[config.mk]
export PLATFORM = sky130hd
export DESIGN_NAME = im2col_sched
export DESIGN_NICKNAME = d
export VERILOG_FILES = /design/src/rtl/im2col_sched.sv
export SDC_FILE = /design/constraint.sdc
export NUM_CORES = 1
export LEC_CHECK = 0
export BUFFER_PORTS_ARGS = -buffer_cell sky130_fd_sc_hd__buf_2
export CAP_MARGIN = 20
export CELL_PAD_IN_SITES_DETAIL_PLACEMENT = 0
export CELL_PAD_IN_SITES_GLOBAL_PLACEMENT = 1
export CORE_ASPECT_RATIO = 0.75
export CORE_UTILIZATION = 40
export DETAILED_ROUTE_END_ITERATION = 16
export PLACE_DENSITY_LB_ADDON = 0.08
export SKIP_LAST_GASP = 1
export SLEW_MARGIN = 20
export SYNTH_ARGS = -nofsm -noshare
export SYNTH_HDL_FRONTEND = slang
export SYNTH_SLANG_ARGS = --single-unit
[constraint.sdc]
create_clock -name clk -period 5 [get_ports clk]
set_clock_uncertainty 0.1 [all_clocks]
set_input_delay 0.25 -clock clk [delete_from_list [all_inputs] [get_ports clk]]
set_output_delay 0.25 -clock clk [all_outputs]
set_load 0.005 [all_outputs]
[src/rtl/im2col_sched.sv]
// Patch-origin scheduler: latches an image/kernel/stride job, validates it and walks
// every kernel window in raster order over a valid/ready port. Optional macro: IM2COL_SCHED_STALL_CNT_EN.
module im2col_sched #(
  parameter int H  = 512,
  parameter int W  = 512,
  parameter int K  = 16,
  parameter int HB = $clog2(H+1),
  parameter int WB = $clog2(W+1),
  parameter int KB = $clog2(K+1),
  parameter int IB = $clog2(H*W)
) (
  input  logic          clk,
  input  logic          reset,
  input  logic          start,
  input  logic [HB-1:0] cfg_im_h,
  input  logic [WB-1:0] cfg_im_w,
  input  logic [KB-1:0] cfg_k_h,
  input  logic [KB-1:0] cfg_k_w,
  input  logic [KB-1:0] cfg_stride,
  output logic          busy,
  output logic          done,
  output logic          cfg_err,
  output logic          patch_valid,
  input  logic          patch_ready,
  output logic [HB-1:0] patch_row,
  output logic [WB-1:0] patch_col,
  output logic [IB-1:0] patch_idx,
  output logic          patch_last
`ifdef IM2COL_SCHED_STALL_CNT_EN
  ,
  output logic [31:0]   stall_cnt
`endif
);

  // One spare bit over the wider axis so origin+stride+kernel never wraps.
  localparam int AB = ((HB > WB) ? HB : WB) + 1;

  typedef enum logic [1:0] {S_IDLE, S_RUN, S_DONE} state_t;

  state_t        state_q, state_d;
  logic [HB-1:0] im_h_q, im_h_d;
  logic [WB-1:0] im_w_q, im_w_d;
  logic [KB-1:0] k_h_q, k_h_d, k_w_q, k_w_d, stride_q, stride_d;
  logic [HB-1:0] row_q, row_d;
  logic [WB-1:0] col_q, col_d;
  logic [IB-1:0] idx_q, idx_d;
  logic          cfg_err_q, cfg_err_d;

  logic [AB-1:0] col_end, row_end;
  logic          col_fits, row_fits, cfg_bad, handshake;

  always_comb begin
    col_end  = AB'(col_q) + AB'(stride_q) + AB'(k_w_q);
    row_end  = AB'(row_q) + AB'(stride_q) + AB'(k_h_q);
    col_fits = (col_end <= AB'(im_w_q));
    row_fits = (row_end <= AB'(im_h_q));
    cfg_bad  = (cfg_k_h == '0) || (cfg_k_w == '0) || (cfg_stride == '0) ||
               (AB'(cfg_k_h) > AB'(cfg_im_h)) || (AB'(cfg_k_w) > AB'(cfg_im_w));
  end

  assign busy        = (state_q != S_IDLE);
  assign done        = (state_q == S_DONE);
  assign patch_valid = (state_q == S_RUN);
  assign patch_last  = !col_fits && !row_fits;
  assign patch_row   = row_q;
  assign patch_col   = col_q;
  assign patch_idx   = idx_q;
  assign cfg_err     = cfg_err_q;
  assign handshake   = patch_valid && patch_ready;

  always_comb begin
    state_d   = state_q;
    im_h_d    = im_h_q;
    im_w_d    = im_w_q;
    k_h_d     = k_h_q;
    k_w_d     = k_w_q;
    stride_d  = stride_q;
    row_d     = row_q;
    col_d     = col_q;
    idx_d     = idx_q;
    cfg_err_d = cfg_err_q;
    case (state_q)
      S_IDLE: begin
        if (start) begin
          im_h_d    = cfg_im_h;
          im_w_d    = cfg_im_w;
          k_h_d     = cfg_k_h;
          k_w_d     = cfg_k_w;
          stride_d  = cfg_stride;
          row_d     = '0;
          col_d     = '0;
          idx_d     = '0;
          cfg_err_d = cfg_bad;
          state_d   = cfg_bad ? S_DONE : S_RUN;
        end
      end
      S_RUN: begin
        if (handshake) begin
          idx_d = idx_q + IB'(1);
          if (patch_last) begin
            state_d = S_DONE;
          end else if (col_fits) begin
            col_d = col_q + WB'(stride_q);
          end else begin
            col_d = '0;
            row_d = row_q + HB'(stride_q);
          end
        end
      end
      default: state_d = S_IDLE;
    endcase
  end

  always_ff @(posedge clk) begin
    if (reset) begin
      state_q   <= S_IDLE;
      im_h_q    <= '0;
      im_w_q    <= '0;
      k_h_q     <= '0;
      k_w_q     <= '0;
      stride_q  <= '0;
      row_q     <= '0;
      col_q     <= '0;
      idx_q     <= '0;
      cfg_err_q <= 1'b0;
    end else begin
      state_q   <= state_d;
      im_h_q    <= im_h_d;
      im_w_q    <= im_w_d;
      k_h_q     <= k_h_d;
      k_w_q     <= k_w_d;
      stride_q  <= stride_d;
      row_q     <= row_d;
      col_q     <= col_d;
      idx_q     <= idx_d;
      cfg_err_q <= cfg_err_d;
    end
  end

`ifdef IM2COL_SCHED_STALL_CNT_EN
  logic [31:0] stall_cnt_q, stall_cnt_d;

  // Saturating count of back-pressured cycles; restarts with each accepted job.
  always_comb begin
    stall_cnt_d = stall_cnt_q;
    if (state_q == S_IDLE && start) begin
      stall_cnt_d = '0;
    end else if (patch_valid && !patch_ready && stall_cnt_q != '1) begin
      stall_cnt_d = stall_cnt_q + 32'd1;
    end
  end

  always_ff @(posedge clk) begin
    if (reset) begin
      stall_cnt_q <= '0;
    end else begin
      stall_cnt_q <= stall_cnt_d;
    end
  end

  assign stall_cnt = stall_cnt_q;
`endif

endmodule

==> impl_metrics.ini <==
[routing]
wl_um = 12600
dr.pass1.iters = 4
first_iter_violations = 127
vias = 4335
ant_nets = 0
remaining_drc_errors = 0
wl_per_cell_um = 15.0
vias_per_cell = 5.15

[placed_design]
io_buffers = 81
gp_congestion = 0.862
hpwl_um = 9860

[clock_tree]
cts_root_buffer = clkbuf_16
clk_latency_ns = 0.33
cts_sinks = 76
htreeDepth = 3
clk_pin_slew_worst_paths_ns = 0.07
cts_buffers = 9
clockBufferDepth = 2
cts_tree = done

[yosys]
synth_edf_count = 0
yosys_warnings = 0
ys.flop_type = dfxtp_1
syn_area_per_cell_um2 = 8.18
netlist_instances = 595
synth.most_common_cell = nand2_1
syn-cell-area_um2 = 4870
async_flop_share_pct = 0
ys_top_cells_by_count = nand2_1 (94), dfxtp_1 (76), a21oi_1 (61)
synth_top_area_share_pct = 31.3
syn_nets = 699
synth_top_area_cell = dfxtp_1
synth_cell_types = 52
yosysSeqAreaShare_pct = 31.3
synth.ff_latch_count = 76
synth.area.top_cells = dfxtp_1 (31%), ha_1 (13%), nand2_1 (7.3%), a21oi_1 (6.3%), fa_1 (5.8%)

[global_routing]
grt_util_all_layers_pct = 20.9
grt_pass1_vias = 4080
grt_start_max_net_pins = 48
grt_pass1_wl_um = 20600
overflow = 0
antenna_found_initial = 0

[setup_path]
crit_end = patch_col[7]
critPathMaxStageDelay_ns = 0.51
crit_required_ns = 5.16
cp_cell_sequence = inv_1 -> fa_1 -> inv_1 -> ha_1 -> inv_1 -> fa_1 -> nor2b_1 -> o21ai_0 -> nand2b_1 -> a21o_1 -> nand2_1 -> xnor2_1 -> ha_1 -> a21o_1 -> a21oi_2 -> or4b_4 -> o2bb2ai_2 -> a31o_2 -> or4_1 -> a21oi_1
startpoint = patch_row[1]
crit_path_end_kind = flip-flop
r2r-start = patch_row[1]
r2r_end = patch_col[7]
rrSetupSlack_ns = 0.27
path_depth = 20
r2r_cells = 20
timing.critical_path.mode_cell = inv_1
critPathLaunchType = flip-flop
path_class = flip-flop to flip-flop
critPathMaxFanout = 7
slowest_stage = or4b_4
worstPathBufferInverterCount = 3
timing.critical_path.max_delay_family = simple AND/OR/NAND/NOR gates
cp.arrival_ns = 4.89

[timing]
finalHoldViolations = 0
post-route-min-period_ns = 4.73
setup_violations = 0
fmax_mhz = 211
slew_viol_final = 0
fin_crit_sh_pct = 94.6
setup_tns_ns = 0
grt_setup_unrepaired = no
tightest_slew_ns = 0.891
maxSlewHeadroom_pct = 40.6
fin_hold_ws_ns = 0.0652

[pwr]
p_leak_uw = 0.00272
peakVddDrop_mv = 0.194
p_per_area_nw_per_um2 = 326

[run]
max_cap_viol_count = 0

[final_layout]
diodes = 0
fin_nets = 779
area_growth_pct = 19.2
drive_above_1_share_pct = 17.6
fillers = 1228

[floorplan]
rows = 34
initial_utilization_pct = 41.4
die_area_um2 = 12600
die_x_um = 129
coreArea_um2 = 11700
ioPinCount = 82
fp.dieH_um = 97.5

[outcome]
status = complete, no violations

[min_path]
hp-class = primary input to flip-flop
[cell usage in the layout, fill, tap and decap left out, types with 6 or more instances in the layout]
cell / count
clkbuf_16: 9
xnor2_1: 20
inv_1: 52
buf_4: 8
xor2_1: 16
a21o_1: 12
buf_2: 81
nand2_1: 94
nor3_1: 6
a21oi_1: 61
fa_1: 14
and3_1: 6
ha_1: 51
nor2b_1: 7
nand4_1: 13
dfxtp_1: 73
nand3_1: 14
a211oi_1: 6
nor2_1: 40
o21ai_0: 20
[how the worst min path moves through the flow]
stage	to	slack, ns	depth (start not counted)	from
finish	im_h_q[4]	0.07	3	cfg_im_h[4]
global route	im_h_q[1]	0.07	3	cfg_im_h[1]
CTS	im_h_q[4]	0.06	3	cfg_im_h[4]
detailed placement	k_h_q[1]	0.35	2	k_h_q[1]
global placement	im_w_q[2]	0.35	2	im_w_q[2]
floorplan	im_h_q[1]	0.29	2	cfg_im_h[1]
[layout make-up]
type	count	area, um2	share of cell area, %
Multi-Input combinational cell	446	3080	53.1
Tap cell	162	203	3.50
Clock buffer	9	225	3.88
Timing Repair Buffer	89	465	8.03
Clock inverter	7	97.6	1.68
Inverter	53	199	3.43
Sequential cell	76	1530	26.3
[flip-flops by register name, summed over array words and instances, names as in the netlist]
register and cells:
im_w_q 10, state_q 2, patch_row 10, stride_q 5, im_h_q 10, cfg_err 1
k_w_q 5, patch_col 10, patch_idx 18, k_h_q 5
[what timing repair did]
item                                    in CTS  in global routing
buffers inserted                             0                  1
endpoints found under the setup margin       0                 16
resized for setup                            0                  9
hold buffers                                 0                  0
endpoints found under the hold margin        0                  0
[worst register-to-register path, cell delays in order, from the launching register on]
cell       delay, ns
dfxtp_2         0.38
inv_1           0.08
fa_1            0.48
inv_1           0.07
ha_1            0.19
inv_1           0.06
fa_1            0.40
nor2b_1         0.15
o21ai_0         0.11
nand2b_1        0.12
a21o_1          0.14
nand2_1         0.07
xnor2_1         0.15
ha_1            0.19
a21o_1          0.16
a21oi_2         0.16
or4b_4          0.51
o2bb2ai_2       0.17
a31o_2          0.31
or4_1           0.51
a21oi_1         0.16
[per-stage QoR]
| stage | std cells | total power, uW | util [%] | instance area (um2) | setup slack [ns] |
|---|---|---|---|---|---|
| final | 842 | 1890 | 49.4 | 5800 | 0.269 |
| after global routing | 842 | 2000 | 49.4 | 5800 | 0.00640 |
| after CTS | 841 | 1900 | 49.1 | 5770 | 0.115 |
| after detailed placement | 825 | 1190 | 46.4 | 5440 | 0.160 |
| after global placement | 825 | 1180 | 46.4 | 5440 | 0.341 |
| after floorplan | 595 | 1020 | - | 4870 | 0.510 |
[per-layer routing]
metal | routed length (um) | share of wire, % | vias to the layer above | GRT usage, %
met5 | 0 | 0 | - | 0
met4 | 161 | 1.3 | 0 | 4.89
met3 | 484 | 3.8 | 12 | 4.13
met2 | 5340 | 42 | 95 | 31.1
met1 | 6630 | 53 | 2007 | 30.6
li1 | - | - | 2221 | -
[cell families after synthesis]
| logic type | synth area share [%] |
|---|---|
| compound gates | 17.8 |
| xor+xnor | 6.48 |
| fa+ha+maj | 18.9 |
| buf+inv | 5.79 |
| flops | 31.3 |
| mux | 0.617 |
| simple gates | 19.2 |
[where the power goes]
group	internal, uW	leakage, uW	total, uW	switching [uW]
sequential	641	0.000620	677	36.1
clock	440	0.000152	709	269
combinational	199	0.00195	506	308
No activity file was read; power rests on OpenSTA's default activity.
